File: src/rtl/wb_arb_pkg.sv
// wb_arb_pkg: shared state encoding and constants for the WB write-port arbiter
package wb_arb_pkg;
  typedef enum logic [1:0] {
    IDLE     = 2'd0,
    PIPE_PRI = 2'd1,
    DRAIN    = 2'd2
  } arb_state_e;
  localparam logic [4:0] REG_ZERO = 5'd0;
  localparam logic       SEL_PIPE = 1'b1;
  localparam logic       SEL_MDU  = 1'b0;
endpackage

File: src/rtl/mdu_result_fifo.sv
// mdu_result_fifo: DEPTH-entry {rd,data} FIFO for MDU results, with per-entry
// valid/rd exposed so the top can compare pending destinations against ID sources.
module mdu_result_fifo #(
  parameter int DEPTH = 2
) (
  input  logic                         clk_i,
  input  logic                         rst_ni,
  input  logic                         push_i,
  input  logic                         pop_i,
  input  logic [4:0]                   rd_i,
  input  logic [31:0]                  data_i,
  output logic [$clog2(DEPTH+1)-1:0]   count_o,
  output logic [4:0]                   head_rd_o,
  output logic [31:0]                  head_data_o,
  output logic [DEPTH-1:0]             vld_o,
  output logic [4:0]                   ent_rd_o [DEPTH]
);
  localparam int PW = $clog2(DEPTH);
  localparam int CW = $clog2(DEPTH+1);
  logic [PW-1:0]  wr_q, rd_q;
  logic [CW-1:0]  cnt_q;
  logic [DEPTH-1:0] vld_q;
  logic [4:0]     rd_mem   [DEPTH];
  logic [31:0]    data_mem [DEPTH];
  always_ff @(posedge clk_i or negedge rst_ni) begin
    if (!rst_ni) begin
      wr_q  <= '0;
      rd_q  <= '0;
      cnt_q <= '0;
      vld_q <= '0;
    end else begin
      if (push_i) begin
        wr_q        <= wr_q + 1'b1;
        vld_q[wr_q] <= 1'b1;
      end
      if (pop_i) begin
        rd_q        <= rd_q + 1'b1;
        vld_q[rd_q] <= 1'b0;
      end
      cnt_q <= cnt_q + CW'(push_i) - CW'(pop_i);
    end
  end
  // Payload storage needs no reset: the valid bits and count gate every use.
  always_ff @(posedge clk_i) begin
    if (push_i) begin
      rd_mem[wr_q]   <= rd_i;
      data_mem[wr_q] <= data_i;
    end
  end
  assign count_o     = cnt_q;
  assign head_rd_o   = rd_mem[rd_q];
  assign head_data_o = data_mem[rd_q];
  assign vld_o       = vld_q;
  assign ent_rd_o    = rd_mem;
endmodule

File: src/rtl/wb_port_arbiter.sv
// wb_port_arbiter: shares the register-file write port between the WB stage and
// buffered MDU results; forces a drain (with pipeline freeze) when the head starves.
module wb_port_arbiter
  import wb_arb_pkg::*;
#(
  parameter int DEPTH        = 2,
  parameter int STARVE_LIMIT = 4
) (
  input  logic        Clk,
  input  logic        Rst_n,
  input  logic        pipe_we,
  input  logic [4:0]  pipe_rd,
  input  logic [31:0] pipe_data,
  input  logic        mdu_valid,
  input  logic [4:0]  mdu_rd,
  input  logic [31:0] mdu_data,
  output logic        mdu_ready,
  input  logic [4:0]  id_rs,
  input  logic [4:0]  id_rt,
  output logic        raw_hazard,
  output logic        rf_we,
  output logic [4:0]  rf_waddr,
  output logic [31:0] rf_wdata,
  output logic        rf_sel,
  output logic        stall_req
);
  localparam int CW = $clog2(DEPTH+1);
  localparam int AW = $clog2(STARVE_LIMIT+1);
  arb_state_e       state_q, state_d;
  logic [AW-1:0]    age_q, age_d;
  logic             live_q;
  logic [CW-1:0]    count, count_nxt;
  logic [4:0]       head_rd;
  logic [31:0]      head_data;
  logic [DEPTH-1:0] ent_vld;
  logic [4:0]       ent_rd [DEPTH];
  logic             push, grant_mdu;
  mdu_result_fifo #(.DEPTH(DEPTH)) u_fifo (
    .clk_i       (Clk),
    .rst_ni      (Rst_n),
    .push_i      (push),
    .pop_i       (grant_mdu),
    .rd_i        (mdu_rd),
    .data_i      (mdu_data),
    .count_o     (count),
    .head_rd_o   (head_rd),
    .head_data_o (head_data),
    .vld_o       (ent_vld),
    .ent_rd_o    (ent_rd)
  );
  // live_q keeps mdu_ready low until the first edge after reset release.
  assign mdu_ready = live_q && (count != CW'(DEPTH));
  assign push      = mdu_valid && mdu_ready;
  always_comb begin
    state_d   = state_q;
    age_d     = age_q;
    grant_mdu = 1'b0;
    stall_req = 1'b0;
    case (state_q)
      IDLE: begin
        age_d = '0;
      end
      PIPE_PRI: begin
        grant_mdu = !pipe_we;
        age_d     = pipe_we ? ((age_q == AW'(STARVE_LIMIT)) ? age_q : age_q + 1'b1) : '0;
      end
      DRAIN: begin
        stall_req = 1'b1;
        grant_mdu = 1'b1;
        age_d     = '0;
      end
      default: state_d = IDLE;
    endcase
    count_nxt = count + CW'(push) - CW'(grant_mdu);
    case (state_q)
      IDLE:     state_d = push ? PIPE_PRI : IDLE;
      PIPE_PRI: state_d = (age_d == AW'(STARVE_LIMIT)) ? DRAIN : ((count_nxt == '0) ? IDLE : PIPE_PRI);
      DRAIN:    state_d = (count_nxt == '0) ? IDLE : PIPE_PRI;
      default:  state_d = IDLE;
    endcase
    rf_sel   = grant_mdu ? SEL_MDU : SEL_PIPE;
    rf_we    = Rst_n && (grant_mdu ? (head_rd != REG_ZERO) : (pipe_we && pipe_rd != REG_ZERO));
    rf_waddr = !Rst_n ? '0 : grant_mdu ? head_rd : pipe_rd;
    rf_wdata = !Rst_n ? '0 : grant_mdu ? head_data : pipe_data;
  end
  always_comb begin
    raw_hazard = 1'b0;
    for (int i = 0; i < DEPTH; i++)
      raw_hazard |= ent_vld[i] && ((id_rs != REG_ZERO && ent_rd[i] == id_rs) ||
                                   (id_rt != REG_ZERO && ent_rd[i] == id_rt));
  end
  always_ff @(posedge Clk or negedge Rst_n) begin
    if (!Rst_n) begin
      state_q <= IDLE;
      age_q   <= '0;
      live_q  <= 1'b0;
    end else begin
      state_q <= state_d;
      age_q   <= age_d;
      live_q  <= 1'b1;
    end
  end
endmodule

File: config.mk
export PLATFORM = sky130hd
export DESIGN_NAME = wb_port_arbiter
export DESIGN_NICKNAME = d
export VERILOG_FILES = /design/src/rtl/wb_arb_pkg.sv /design/src/rtl/mdu_result_fifo.sv /design/src/rtl/wb_port_arbiter.sv
export SDC_FILE = /design/constraint.sdc
export NUM_CORES = 1
export LEC_CHECK = 0
export ABC_AREA = 1
export BUFFER_PORTS_ARGS = -buffer_cell sky130_fd_sc_hd__buf_2
export CORE_UTILIZATION = 46
export CTS_CLUSTER_SIZE = 28
export DETAILED_ROUTE_END_ITERATION = 8
export PLACE_DENSITY = 0.77
export SLEW_MARGIN = 20
export SYNTH_ARGS = -nofsm -noshare
export SYNTH_HDL_FRONTEND = slang
export SYNTH_SLANG_ARGS = --single-unit
File: constraint.sdc
create_clock -name Clk -period 2.6 [get_ports Clk]
set_input_delay 0.26 -clock Clk [delete_from_list [all_inputs] [get_ports Clk]]
set_output_delay 0.26 -clock Clk [all_outputs]
set_load 0.02 [all_outputs]
After elaboration in Yosys (flattened, before gate mapping)
Memories as Yosys holds them, arrays and structs flattened.
Index checks and enable logic that the tools add are counted.
- input port bits: 88
- word-level logic and storage cells: 89
- RAM bits: 64
- memories: 1
- flip-flop bits (word level): 22
- output and inout bits: 42
- reduce and logical (&&, ||, !) cells: 23
- equality and inequality tests: 9
- magnitude comparators: 7
- add/subtract/negate cells: 5
- mux-type cells: 29
- bitwise gates (word level): 6
- memories (memory ; depth ; bits a word ; rd ports ; clocked after memory_dff ; write ports ; line ; text):
    u_fifo.data_mem ; 2 ; 32 ; 1 ; 0 ; 1 ; mdu_result_fifo.sv:24 ; logic [31:0] data_mem [DEPTH];
- operator list (operator ; number):
    $mux 32 ; 2
    $mux 5 ; 6
    $eq 5x5->1 ; 4
    $reduce_bool 5->1 ; 4
    $logic_and 1x1->1 ; 13
    $bwmux 10 ; 1
    $mux 1 ; 9
    $eq 3x3->1 const B ; 2
    $mux 2 ; 3
    $mux 3 ; 2
    $pmux 2 s3 ; 1
    $pmux 3 s2 ; 1
    $demux 5 s1 ; 1
    $ge 2x2->1 const B ; 2
    $logic_not 2->1 ; 2
    $lt 1x2->1 const B ; 2
    $not 1->2 ; 2
    $add 3x1->3 const B ; 1
    $add 1x1->1 const B ; 2
    $add 2x1->2 ; 1
    $and 2x2->2 ; 1
    $demux 1 s1 ; 2
    $eq 2x1->1 const B ; 1
    $eq 2x2->1 const B ; 1
    11 further kinds ; 13

Logic depth before layout (Yosys ltp)
- word-level depth: 9
- depth in mapped cells: 20
- gate-level depth less buffers: 18

Modules after synthesis
From an unflattened synthesis, not the netlist that was laid out.
- cell total of the unflattened synthesis: 462
- area, all modules: 4339.2 sq um
- modules (own cells, without submodules) (module ; cells each ; area an instance (sq um) ; instances ; sequential area each (sq um)):
    mdu_result_fifo ; 227 ; 2981.6 ; 1 ; 2372.3
    wb_port_arbiter ; 235 ; 1357.6 ; 1 ; 150.1

Worst setup path before layout
OpenSTA, ideal clock, no wires.
- kind: reg2reg
- start: register u_fifo.cnt_q[1] (netlist: u_fifo.count_o[1])
- end: memory u_fifo.data_mem[1][0], enable pin
- clock period less this slack: 3.256 ns
- setup slack: -0.656 ns
- data required time: 2.167 ns
- cell stages (with the launch flop): 4
- arrival: 2.823 ns
- library setup time: 0.433 ns
- cells stage by stage: dfrtp_1 -> a21boi_0 -> nand2_1 -> nor2_1
- word-level cells in the longest chain between the ends: 5
- RTL lines (what ; line ; text):
    start: declaration ; mdu_result_fifo.sv:21 ; logic [CW-1:0] cnt_q;
    start signal: assignment ; mdu_result_fifo.sv:40 ; cnt_q <= cnt_q + CW'(push_i) - CW'(pop_i);
    $ne 2x2->1 ; wb_port_arbiter.sv:52 ; assign mdu_ready = live_q && (count != CW'(DEPTH));
    $logic_and 1x1->1 ; wb_port_arbiter.sv:52 ;
    named net mdu_ready ; wb_port_arbiter.sv:17 ; output logic mdu_ready,
    $logic_and 1x1->1 ; wb_port_arbiter.sv:53 ; assign push = mdu_valid && mdu_ready;
    $mux 1 ; mdu_result_fifo.sv:45 ; if (push_i) begin
    $mux 1 (not written as such) ; mdu_result_fifo.sv:47 ; data_mem[wr_q] <= data_i;
    end: declaration ; mdu_result_fifo.sv:24 ;
The timed path passes the listed nets, and every way through them passes these cells.

Final worst setup path
- start: register state_q[0]
- end: output rf_wdata[22]
- word-level cells in the longest chain between the ends: 4
- elaborated cells on any way between the ends: 5
- RTL lines (what ; line ; text):
    start: declaration ; wb_port_arbiter.sv:29 ; arb_state_e state_q, state_d;
    start signal: assignment ; wb_port_arbiter.sv:98 ; state_q <= state_d;
    $eq 2x2->1 / $eq 2x1->1 (equally long branches) ; -- ;
    $pmux 1 s2 (*) ; wb_port_arbiter.sv:59 ; case (state_q)
    $mux 32 (*) (2 in series) ; wb_port_arbiter.sv:84 ; rf_wdata = !Rst_n ? '0 : grant_mdu ? head_data : pipe_data;
    end: declaration ; wb_port_arbiter.sv:23 ; output logic [31:0] rf_wdata,
Mark *: on every way between the ends. The rest lies on a longest branch, timed or not.

==> impl_metrics.toml <==
[floorplan]
die_area_mm2 = 0.00914
core_mm2 = 0.00834
initial_core_util_pct = 48.3
die_y_um = 95.6
row_count = 33
io_pins = 130
die_w_um = 95.6

[placement]
port_buffers = 129
dp_hpwl_um = 6650
gp_congestion = 0.866
dpl.cell_count = 605
dp_slack_ps = 325

[clock_network]
cts_made_buffers = 9
cts_tree = "built"
clk_pin_slew_ps = 90
htree_levels = 3
root_buffer = "clkbuf_8"
cts_buffer_depth = 2
cts.sinks = 86
worstSkewPairLatency_ps = 340

[worst_setup_path]
path_max_fanout = 15
arrival_ps = 2260
endpoint_kind = "output pin"
worstSetupStartpointType = "flip-flop"
crit_type = "reg -> out"
cp.required_ps = 2340

[drt]
wirelength_um = 9270
drt-vias-per-instance = 5.16
firstDrtPassIters = 6
drtIter0Drc = 151
routedWlPerCell_um = 14.7
ant_nets = 0
drcViolationCount = 0
via_count = 3250

[sta]
slew_violations = 0
tightest_slew_ps = 519
worst_slack_ps = 75.3
worst_clock_skew_ps = 7.70
fin_crit_ps = 2520
max_slew_margin_pct = 65.4
hold_viol = 0
fin_tns_setup_ps = 0
fmax_mhz = 396
period_share_pct = 97.1
setup_viol = 0
hold_ws_ps = 99.7

[hold_path]
worst_hold_path_type = "in -> reg"

[cells_and_area]
area_growth_pct = 29.2
finalNonFillerCells = 630
final_common_cell = "nand2_1"
final_layout_size_suffix_gt1_share_pct = 33.3
register_area_mm2 = 0.00252
fin_nets = 616
multi_input_area_mm2 = 0.00137
most-common-layout-cells = "130 x nand2_1, 123 x buf_2, 74 x edfxtp_1, 30 x a31oi_1, 23 x inv_1"
fillers = 682
insertedDiodeCount = 0

[synthesis]
synth_cell_types = 30
syn_nets = 472
synth_ff_type = "edfxtp_1"
syn_avg_cell_area_um2 = 10.7
yosysSeqAreaShare_pct = 62.6
synth_edf_count = 74
netlist_instances = 376
ys_seq_elements = 86
ys_warn_count = 0
synthArstFlopShare_pct = 14.0
netlist_area_mm2 = 0.00403

[global_route]
overflow = 0
grt_pass1_vias = 3063
grt_pass1_wl_um = 14000
grt_max_degree = 33
antenna_found_initial = 0
track_usage_pct = 20.6

[power_and_ir_drop]
p_per_area_mw_per_mm2 = 507
p_leak_nw = 2.16
ir_drop_v = 0.000369
fin_total_pwr_mw = 2.64

[outcome]
status = "completed"

[job]
maxCapViolations = 0
report_power, final:
part | internal (mW) | switching [mW]
logic | 0.104 | 0.125
registers | 1.50 | 0.000117
clock network | 0.447 | 0.468
critical path, cell delays in order, from the launching register on:
cell and delay (ps):
dfrtp_1 420, inv_1 130, ha_2 220, inv_1 70, nand2_4 110, nand2_8 120, nor2_4 140, buf_12 140
buf_6 120, nand2_1 50, a31oi_1 210, buf_4 180
synth_stat cells (2+ instances only):
| master | n | area share (%) |
|---|---|---|
| a211oi_1 | 2 | 0.37 |
| a21oi_1 | 5 | 0.62 |
| a31oi_1 | 32 | 5.0 |
| buf_2 | 6 | 0.75 |
| buf_4 | 3 | 0.56 |
| buf_6 | 3 | 0.84 |
| clkbuf_1 | 3 | 0.28 |
| dfrtp_1 | 12 | 7.5 |
| edfxtp_1 | 74 | 55 |
| ha_1 | 8 | 2.5 |
| inv_1 | 24 | 2.2 |
| mux2i_1 | 4 | 0.99 |
| nand2_1 | 130 | 12 |
| nand3_1 | 9 | 1.1 |
| nand4_1 | 5 | 0.78 |
| nor2_1 | 15 | 1.4 |
| nor3_1 | 5 | 0.62 |
| o21ai_0 | 5 | 0.62 |
| xnor2_1 | 11 | 2.4 |
| xor2_1 | 10 | 2.2 |
registers in the layout, indices dropped and copies added, names as in the netlist:
signal and count:
u_fifo.ent_rd_o 10, state_q 2, u_fifo.data_mem 64, u_fifo.rd_q 1, age_q 3, u_fifo.wr_q 1, u_fifo.vld_o 2, live_q 1
u_fifo.count_o 2
per-layer routing:
metal | vias to the layer above | wire (um) | track usage, %
li1 | 1573 | - | -
met1 | 1499 | 3900 | 26.2
met2 | 163 | 4330 | 34.4
met3 | 15 | 876 | 5.66
met4 | 0 | 160 | 5.85
met5 | - | 0 | 0
path summary, 6_finish.rpt:
| kind | from | endpoint | slack [ps] | cells after the start |
|---|---|---|---|---|
| min in group asynchronous | Rst_n | age_q[1] | 400 | 3 |
| max in group asynchronous | Rst_n | u_fifo.wr_q | 2010 | 3 |
| max reg2reg | state_q[0] | state_q[0] | 470 | 18 |
| max | state_q[0] | rf_wdata[22] | 80 | 11 |
| min | mdu_data[20] | u_fifo.data_mem[0][20] | 100 | 1 |
| min reg2reg | u_fifo.vld_o[0] | u_fifo.vld_o[0] | 550 | 2 |
stage by stage:
step	util, %	area, um2
global route	62.4	5200
detailed placement	58.0	4840
finish	62.4	5200
CTS	60.9	5080
floorplan	-	4030
global placement	58.0	4840
cell families after synthesis:
family / synth area share [%]
mux: 0.994
compound gates: 6.96
buf+inv: 4.75
other cells: 0.0931
flops: 62.6
simple gates: 17.5
xor+xnor: 4.57
fa+ha+maj: 2.48
area by class of cell:
type | instances | share of cell area [%]
timing repair buffer | 148 | 17.0
multi-input combinational | 250 | 26.4
clock buffer | 9 | 2.38
clock inverter | 7 | 1.39
tap | 105 | 2.52
inverter | 25 | 1.88
sequential | 86 | 48.5
what timing repair did:
| action | in CTS | in global routing |
|---|---|---|
| pin swaps | 2 | 2 |
| hold buffers | 1 | 0 |
| hold endpoints to repair | 12 | 0 |
| setup endpoints to repair | 12 | 34 |
| gates resized for setup | 2 | 17 |
| gates cloned | 0 | 2 |
| buffers inserted | 3 | 3 |
Power figures use the tool's default switching activity.
